$ cat config.mk
export PLATFORM = sky130hd
export DESIGN_NAME = fpga_runner
export DESIGN_NICKNAME = d
export VERILOG_FILES = /design/src/rtl/fpga_runner.sv
export SDC_FILE = /design/constraint.sdc
export NUM_CORES = 2
export LEC_CHECK = 0
export ABC_CLOCK_PERIOD_IN_PS = 7300
export CAP_MARGIN = 10
export CORE_MARGIN = 3
export CORE_UTILIZATION = 35
export DETAILED_ROUTE_END_ITERATION = 10
export RECOVER_POWER = 50
export SYNTH_ARGS = -nofsm -noshare
export SYNTH_HDL_FRONTEND = slang
export SYNTH_SLANG_ARGS = --single-unit
$ cat constraint.sdc
create_clock -name clock -period 7.3 [get_ports clock]
set_input_delay 1.825 -clock clock [delete_from_list [all_inputs] [get_ports clock]]
set_output_delay 1.825 -clock clock [all_outputs]
set_load 0.01 [all_outputs]
$ cat src/rtl/fpga_runner.sv
// fpga_runner: loadable micro-program runner for on-board self test.
// Streams OUT values over valid/ready and checks them against a table.
module fpga_runner #(
  parameter int MemoryElementWidth = 12,
  parameter int NLocal             = 16,
  parameter int NProg              = 32,
  parameter int NExpected          = 8,
  parameter int MaxSteps           = 1000
) (
  input  logic                               clock,
  input  logic                               reset,
  input  logic                               loadValid,
  input  logic                               loadSel,
  input  logic [7:0]                         loadAddr,
  input  logic [13+2*MemoryElementWidth:0]   loadData,
  input  logic [7:0]                         expectedCount,
  input  logic                               start,
  output logic                               outValid,
  output logic [MemoryElementWidth-1:0]      outData,
  input  logic                               outReady,
  output logic                               busy,
  output logic                               finished,
  output logic                               success,
  output logic                               error,
  output logic [15:0]                        steps
);

  localparam int W  = MemoryElementWidth;
  localparam int PW = (NProg > 1) ? $clog2(NProg) : 1;
  localparam int LW = (NLocal > 1) ? $clog2(NLocal) : 1;
  localparam int EW = (NExpected > 1) ? $clog2(NExpected) : 1;

  localparam logic [3:0] OpNop  = 4'd0;
  localparam logic [3:0] OpAdd  = 4'd1;
  localparam logic [3:0] OpSub  = 4'd2;
  localparam logic [3:0] OpMov  = 4'd3;
  localparam logic [3:0] OpOut  = 4'd4;
  localparam logic [3:0] OpJeq  = 4'd5;
  localparam logic [3:0] OpJne  = 4'd6;
  localparam logic [3:0] OpJmp  = 4'd7;
  localparam logic [3:0] OpHalt = 4'd8;

  typedef struct packed {
    logic [3:0]   op;
    logic         aImm;
    logic         bImm;
    logic [7:0]   t;
    logic [W-1:0] a;
    logic [W-1:0] b;
  } instr_t;

  typedef enum logic [1:0] {
    Idle,
    Run,
    Wait,
    Done
  } state_t;

  state_t       state;
  instr_t       progMem  [NProg];
  logic [W-1:0] expMem   [NExpected];
  logic [W-1:0] localMem [NLocal];

  logic [7:0] ip;
  logic [7:0] outCount;
  logic [7:0] expCount;
  logic       mismatch;

  instr_t       ins;
  logic [W-1:0] valA;
  logic [W-1:0] valB;
  logic [W-1:0] wrData;
  logic         aBad;
  logic         bBad;
  logic         tBad;
  logic         tgtBad;
  logic         atEnd;
  logic         dog;
  logic         wrOp;
  logic         opFault;
  logic         fault;
  logic         taken;
  logic         isOut;
  logic         isHalt;
  logic         expHit;
  logic         loadEn;
  logic         wrEn;

  always_comb begin
    ins     = progMem[ip[PW-1:0]];
    valA    = ins.aImm ? ins.a : localMem[ins.a[LW-1:0]];
    valB    = ins.bImm ? ins.b : localMem[ins.b[LW-1:0]];
    aBad    = !ins.aImm && ({1'b0, ins.a[7:0]} >= 9'(NLocal));
    bBad    = !ins.bImm && ({1'b0, ins.b[7:0]} >= 9'(NLocal));
    tBad    = {1'b0, ins.t} >= 9'(NLocal);
    tgtBad  = {1'b0, ins.t} >= 9'(NProg);
    atEnd   = ip == 8'(NProg - 1);
    dog     = steps == 16'(MaxSteps);
    wrOp    = 1'b0;
    wrData  = '0;
    opFault = 1'b0;
    taken   = 1'b0;
    isOut   = 1'b0;
    isHalt  = 1'b0;
    unique case (ins.op)
      OpNop: ;
      OpAdd: begin
        wrOp    = 1'b1;
        wrData  = valA + valB;
        opFault = aBad | bBad | tBad;
      end
      OpSub: begin
        wrOp    = 1'b1;
        wrData  = valA - valB;
        opFault = aBad | bBad | tBad;
      end
      OpMov: begin
        wrOp    = 1'b1;
        wrData  = valA;
        opFault = aBad | tBad;
      end
      OpOut: begin
        isOut   = 1'b1;
        opFault = aBad;
      end
      OpJeq: begin
        opFault = aBad | bBad;
        taken   = valA == valB;
      end
      OpJne: begin
        opFault = aBad | bBad;
        taken   = valA != valB;
      end
      OpJmp:  taken  = 1'b1;
      OpHalt: isHalt = 1'b1;
      default: opFault = 1'b1;
    endcase
    // OUT checks ip overflow at its handshake, not at issue
    fault = opFault
          | (taken ? tgtBad : (!isHalt && !isOut && atEnd));
    expHit = ({1'b0, outCount} < 9'(NExpected))
          && (outData == expMem[outCount[EW-1:0]]);
    loadEn = loadValid && (state == Idle || state == Done);
  end

  assign wrEn = (state == Run) && !dog && wrOp && !opFault;

  always_ff @(posedge clock) begin
    if (loadEn && !loadSel && ({1'b0, loadAddr} < 9'(NProg)))
      progMem[loadAddr[PW-1:0]] <= instr_t'(loadData);
    if (loadEn && loadSel && ({1'b0, loadAddr} < 9'(NExpected)))
      expMem[loadAddr[EW-1:0]] <= loadData[W-1:0];
    if (wrEn)
      localMem[ins.t[LW-1:0]] <= wrData;
  end

  always_ff @(posedge clock or negedge reset) begin
    if (!reset) begin
      state    <= Idle;
      ip       <= '0;
      steps    <= '0;
      outCount <= '0;
      expCount <= '0;
      mismatch <= 1'b0;
      outValid <= 1'b0;
      outData  <= '0;
      busy     <= 1'b0;
      finished <= 1'b0;
      success  <= 1'b0;
      error    <= 1'b0;
    end else begin
      unique case (state)
        Idle, Done: begin
          if (start) begin
            state    <= Run;
            busy     <= 1'b1;
            ip       <= '0;
            steps    <= '0;
            outCount <= '0;
            mismatch <= 1'b0;
            expCount <= expectedCount;
            finished <= 1'b0;
            success  <= 1'b0;
            error    <= 1'b0;
          end
        end
        Run: begin
          if (dog) begin
            state    <= Done;
            busy     <= 1'b0;
            finished <= 1'b1;
            error    <= 1'b1;
          end else if (fault) begin
            steps    <= steps + 16'd1;
            state    <= Done;
            busy     <= 1'b0;
            finished <= 1'b1;
            error    <= 1'b1;
          end else if (isHalt) begin
            steps    <= steps + 16'd1;
            state    <= Done;
            busy     <= 1'b0;
            finished <= 1'b1;
            success  <= !mismatch && (outCount == expCount);
          end else if (isOut) begin
            outValid <= 1'b1;
            outData  <= valA;
            state    <= Wait;
          end else begin
            steps <= steps + 16'd1;
            ip    <= taken ? ins.t : ip + 8'd1;
          end
        end
        Wait: begin
          if (outReady) begin
            outValid <= 1'b0;
            steps    <= steps + 16'd1;
            outCount <= outCount + 8'd1;
            mismatch <= mismatch | !expHit;
            if (atEnd) begin
              state    <= Done;
              busy     <= 1'b0;
              finished <= 1'b1;
              error    <= 1'b1;
            end else begin
              ip    <= ip + 8'd1;
              state <= Run;
            end
          end
        end
      endcase
    end
  end

endmodule

After elaboration in Yosys (flattened, before gate mapping)
Memories as Yosys holds them, arrays and structs flattened.
Cells that the tools add are included.

operators by class
  $add $sub $neg = 5
  order comparisons = 7
  equality and inequality tests = 31
  multiplexer cells = 70
  bitwise operators = 8
  reductions and logical operators = 44

operator list
  kind                                                                                  count
  16-bit two-way mux                                                                    6
  8-bit two-way mux                                                                     9
  16-bit case mux with 3 select lines                                                   1
  12-bit case mux with 3 select lines                                                   1
  1-bit two-way mux                                                                     33
  12-bit == test                                                                        2
  8-bit by 5-bit greater-or-equal comparator with 1-bit output (second input constant)  3
  12-bit two-way mux                                                                    2
  8-bit case mux with 3 select lines                                                    1
  2-bit inequality test (second input constant)                                         10
  16-bit by 1-bit adder with 16-bit output (second input constant)                      1
  8-bit by 1-bit adder with 8-bit output (second input constant)                        2
  16-bit by 10-bit == test with 1-bit output (second input constant)                    1
  4-bit by 3-bit == test with 1-bit output (second input constant)                      4
  8-bit by 4-bit < comparator with 1-bit output (second input constant)                 2
  8-bit case mux with 2 select lines                                                    1
  1-bit logical AND                                                                     14
  2-bit two-way mux                                                                     7
  12-bit adder                                                                          1
  12-bit inequality test                                                                1
  1-bit case mux with 3 select lines                                                    4
  4-bit AND reduction                                                                   3
  12-bit subtractor                                                                     1
  5-bit AND reduction                                                                   2
  28 further kinds                                                                      53

storage, ports and cells
  register bits after elaboration = 60
  bits in writable memories = 1,504
  bits of input ports = 60
  memories = 3

memory list
  memory    words  width  rd ports  clocked after Yosys merged registers in  write ports  RTL line  RTL
  progMem   32     38     1         0                                        1            60        instr_t progMem [NProg];
  localMem  16     12     2         0                                        1            62        logic [W-1:0] localMem [NLocal];
  expMem    8      12     1         0                                        1            61        logic [W-1:0] expMem [NExpected];

Logic depth before layout (Yosys ltp)
An unclocked memory read counts as a cell.

  depth after elaboration = 11
  gate-level depth with buffers = 33
  mapped depth without buffers = 25

Least setup slack after synthesis
Ideal clock, no wire load.

  kind = register to register
  start point = register ip[0]
  end point = memory localMem[0][11] in the netlist's numbering (data pin)
  library setup time = 0.386 ns
  arrival time = 5.836 ns
  setup slack = 1.078 ns
  stages on the path, launching flop included = 30
  path buffers = 9
  period minus slack after synthesis = 6.222 ns
  cells stage by stage = dfrtp_1 -> buf_6 -> buf_6 -> buf_6 -> buf_6 -> buf_4 -> mux2i_1 -> o221ai_1 -> a211o_1 -> clkbuf_1 -> nand2_2 -> buf_2 -> buf_2 -> buf_2 -> mux2i_1 -> a211oi_1 -> o41ai_1 -> inv_1 -> ha_1 -> o21bai_1 -> a21oi_1 -> o21bai_1 -> a21oi_1 -> o21bai_1 -> a21oi_1 -> o21bai_1 -> a21oi_1 -> xor2_1 -> a22oi_1 -> o21ai_0

between the ends
  word-level cells in the longest chain between the ends = 5

RTL lines
  item                                                      RTL line  RTL
  start: declaration                                        64        logic [7:0] ip;
  start signal: assignment                                  211       ip <= taken ? ins.t : ip + 8'd1;
  start signal: assignment                                  226       ip <= ip + 8'd1;
  memory read 32 x 38 bit (*)                               n/a
  memory read 16 x 12 bit                                   n/a
  12-bit two-way mux (*)                                    91        valA = ins.aImm ? ins.a : localMem[ins.a[LW-1:0]];
  named net valA[3]                                         70        logic [W-1:0] valA;
  12-bit subtractor / 12-bit adder (equally long branches)  114, 109
  12-bit case mux with 3 select lines (*)                   105       unique case (ins.op)
  named net wrData[11]                                      72        logic [W-1:0] wrData;
  end: declaration                                          62

Mark *: on every way through the listed nets, which the timed path passes. The rest lies on a longest branch.

Worst setup path after layout
  start point = register ip[1]
  end point = register outData[2]

RTL lines
  item                                                             RTL line  RTL
  memory read 32 x 38 bit (*)                                      n/a
  memory read 16 x 12 bit                                          n/a
  12-bit two-way mux (*)                                           91
  named net valA[7]                                                70
  12-bit inequality test / 12-bit == test (equally long branches)  132, 128
  1-bit case mux with 3 select lines (*)                           105
  1-bit two-way mux (*)                                            140       | (taken ? tgtBad : (!isHalt && !isOut && atEnd));
  1-bit OR (*)                                                     140
  1-bit inverter (no line) (*)                                     n/a
  5-bit AND reduction (no line) (*)                                n/a
  end signal: assignment                                           207       outData <= valA;
  end: declaration                                                 19        output logic [MemoryElementWidth-1:0] outData,

Marks and branches as above.
A chain may end at the register's enable or synchronous reset.

==> impl_metrics.yaml <==
logic_synthesis:
  synth-edff-count: 1504
  synth_top_cell_by_area: "edfxtp_1"
  yosys-top-cells-count: "edfxtp_1 (1504), mux4_2 (377), mux2i_1 (229), nor2_1 (174), nand2_1 (100)"
  synthFlopType: "edfxtp_1"
  ys_seq_area_share_pct: 72.3
  synth_cell_types: 82
  synthArstFlopShare_pct: 3.84
  ys_ff_latch: 1564
  synth_most_common_cell: "edfxtp_1"
  syn_area_um2: 64600
  ys_warn_count: 0
  syn-instance-count: 3318
  synth_top_cell_area_share_pct: 69.9
  syn_nets: 3408
  syn_avg_cell_area_um2: 19.5
  synthTopCellsByArea: "edfxtp_1 (70%), mux4_2 (13%), mux2i_1 (3.5%)"
critical_path:
  critPathMaxStageDelay_ns: 0.74
  worstPathRequired_ns: 7.90
  arrival_ns: 7.36
  slowest_stage: "mux2i_1"
  worstPathCellList: "buf_12 > mux4_2 > mux4_2 > mux2i_1 > inv_1 > buf_4 > mux4_2 > mux2_2 > mux2i_1 > ha_1 > nor4_1 > nand3_1 > or2_2 > o21ai_0 > o21ba_4 > nand3_1 > buf_4 > nand2_1 > o21ai_1"
  crit_path_end_kind: "flop"
  reg2reg_depth: 19
  crit_path_max_fanout: 43
  crit_top_cell: "mux4_2"
  start_kind: "flop"
  crit_type: "flop to flop"
timing:
  min_period_ns: 6.76
  setup_ws_ns: 0.537
  tns_ns: 0
  period_share_pct: 92.6
  grt_setup_unrepaired: "false"
  worst_pin_slew_ns: 3.64
  report.final.slew_viol_count: 525
  setup_viol: 0
  finalHoldViolCount: 0
  max_freq_mhz: 148
  finClkSkew_ns: 0.0609
  slew_headroom_pct: -142
  whs_ns: 0.508
die:
  initial_core_util_pct: 35.2
  die_w_um: 436
  design.die.area_um2: 190000
  die_h_um: 436
  fp.coreArea_um2: 183000
  ios: 93
  rows: 157
cells_and_area:
  area_growth_pct: 15.1
  nets: 3651
  fin_area_um2: 74300
  final_layout_size_suffix_gt1_share_pct: 24.1
flow_run:
  max_cap_violations: 13
pwr:
  cellLeakagePower_nw: 23.7
  vdd_ir_drop_max_v: 0.000514
  power_density_nw_per_um2: 439
cts:
  clockBufferDepth: 3
  clock_latency_ns: 0.80
  ctsHoldBuffers: 0
  cts_max_level: 4
  root_buffer: "clkbuf_16"
  path_clk_slew_ns: 0.07
  cts_setup_buffers: 0
  clock_sinks: 1564
  cts_tree: "built"
  cts_buffers: 157
global_route:
  grt_pass1_wl_mm: 244
  grt_pass1_vias: 33600
  grt_util_all_layers_pct: 17.6
  grt_max_degree: 91
  antenna_found_initial: 17
  grt_remaining_overflow: 0
placement:
  place_hpwl_mm: 96.8
  place.gp.congestion: 0.860
  placed_cell_area_um2: 69400
  place.port_buffers: 92
  dpl_worst_slack_ns: 0.473
outcome:
  violations: "max-capacitance violations, max-slew violations"
  status: "finished, violations left"
drt:
  drt_iter0_markers: 3643
  post_drt_wl_per_cell_um: 27.6
  dr.pass1.iters: 6
  routed_wirelength_mm: 170
  post_drt_via_cell_ratio: 5.45
  ant_nets: 0
  vias: 33500
  drc: 0
hold_path:
  min_path_type: "flop to flop"
  hold_depth: 1
-- per-layer routing --
| layer | wire, um | vias to the layer above | track usage (%) |
|---|---|---|---|
| li1 | - | 14100 | - |
| met3 | 10800 | 254 | 3.25 |
| met2 | 83400 | 1194 | 29.2 |
| met4 | 3440 | 6 | 3.93 |
| met1 | 72200 | 17900 | 24.3 |
| met5 | 37 | - | 0 |
-- flip-flops by register name, summed over array words and instances, names as in the netlist, 8 cells and up --
name and cells:
steps 16, localMem 192, progMem 1216, outData 12
expMem 96, outCount 8, ip 8, expCount 8
-- worst paths after layout --
path | from | end | slack [ns]
max | ip[1] | outData[2] | 0.54
min | busy | busy | 0.51
max reg2reg | ip[1] | outData[2] | 0.54
min reg2reg | busy | busy | 0.51
max in group asynchronous | reset | ip[0] | 2.31
min in group asynchronous | reset | steps[1] | 2.36
-- cells by family (layout without fill, tap and decap cells) --
kind of cell	Yosys count	after routing	synth area share (%)
other	0	3	0
AND/OR/NAND/NOR	457	457	3.35
XOR/XNOR	36	36	0.500
AO/OA/AOI/OAI	310	310	3.29
adder cells (fa/ha/maj)	30	30	0.605
flip-flops	1564	1564	72.3
buffers and inverters	220	591	1.61
multiplexers	701	701	18.4
-- worst max-delay path, delay by kind of cell (launching register included) --
kind	cells	cell delay, ns
muxes	6	2.46
buffers and inverters	4	1.17
AOI/OAI and AO/OA	3	0.68
adders and majority gates	1	0.36
DFF	1	0.72
and+or+nand+nor	5	1.11
-- per-stage QoR --
stage | power, mW | cells | util, %
final | 32.6 | 6156 | 40.6
after floorplan | 20.4 | 3318 | -
after global routing | 34.2 | 6153 | 40.6
after global placement | 24.5 | 5861 | 37.8
after detailed placement | 24.6 | 5861 | 37.8
after CTS | 32.6 | 6148 | 40.6
-- power by group --
group	total (mW)	leakage, nW	switching, mW	internal [mW]
sequential	11.4	14.3	0.203	11.2
combinational	13.3	6.87	8.07	5.22
clock	7.98	2.46	3.47	4.51
-- repair_timing --
item                                    CTS  global route
resized for setup                         0             1
endpoints found under the hold margin     0             0
endpoints found under the setup margin    0            16
-- cells in the final DEF, fill, tap and decap left out, drive strengths merged, types with 60 or more instances in the layout --
cell type | Yosys | routed
a21oi | 83 | 83
buf | 111 | 146
clkbuf | 62 | 225
clkinv | 1 | 62
dfrtp | 60 | 60
dlygate4sd3 | 0 | 72
edfxtp | 1504 | 1504
mux2 | 93 | 93
mux2i | 231 | 231
mux4 | 377 | 377
nand2 | 101 | 101
nor2 | 174 | 174
-- cell type report --
type,instances,area [um2]
Sequential cell,1564,46700
Tap cell,2464,3080
Antenna cell,3,7.51
Fill cell,16000,109000
Clock inverter,83,881
Multi-Input combinational cell,1534,17000
Inverter,47,176
Timing Repair Buffer,257,2260
Clock buffer,204,4210
Power figures use the tool's default switching activity.
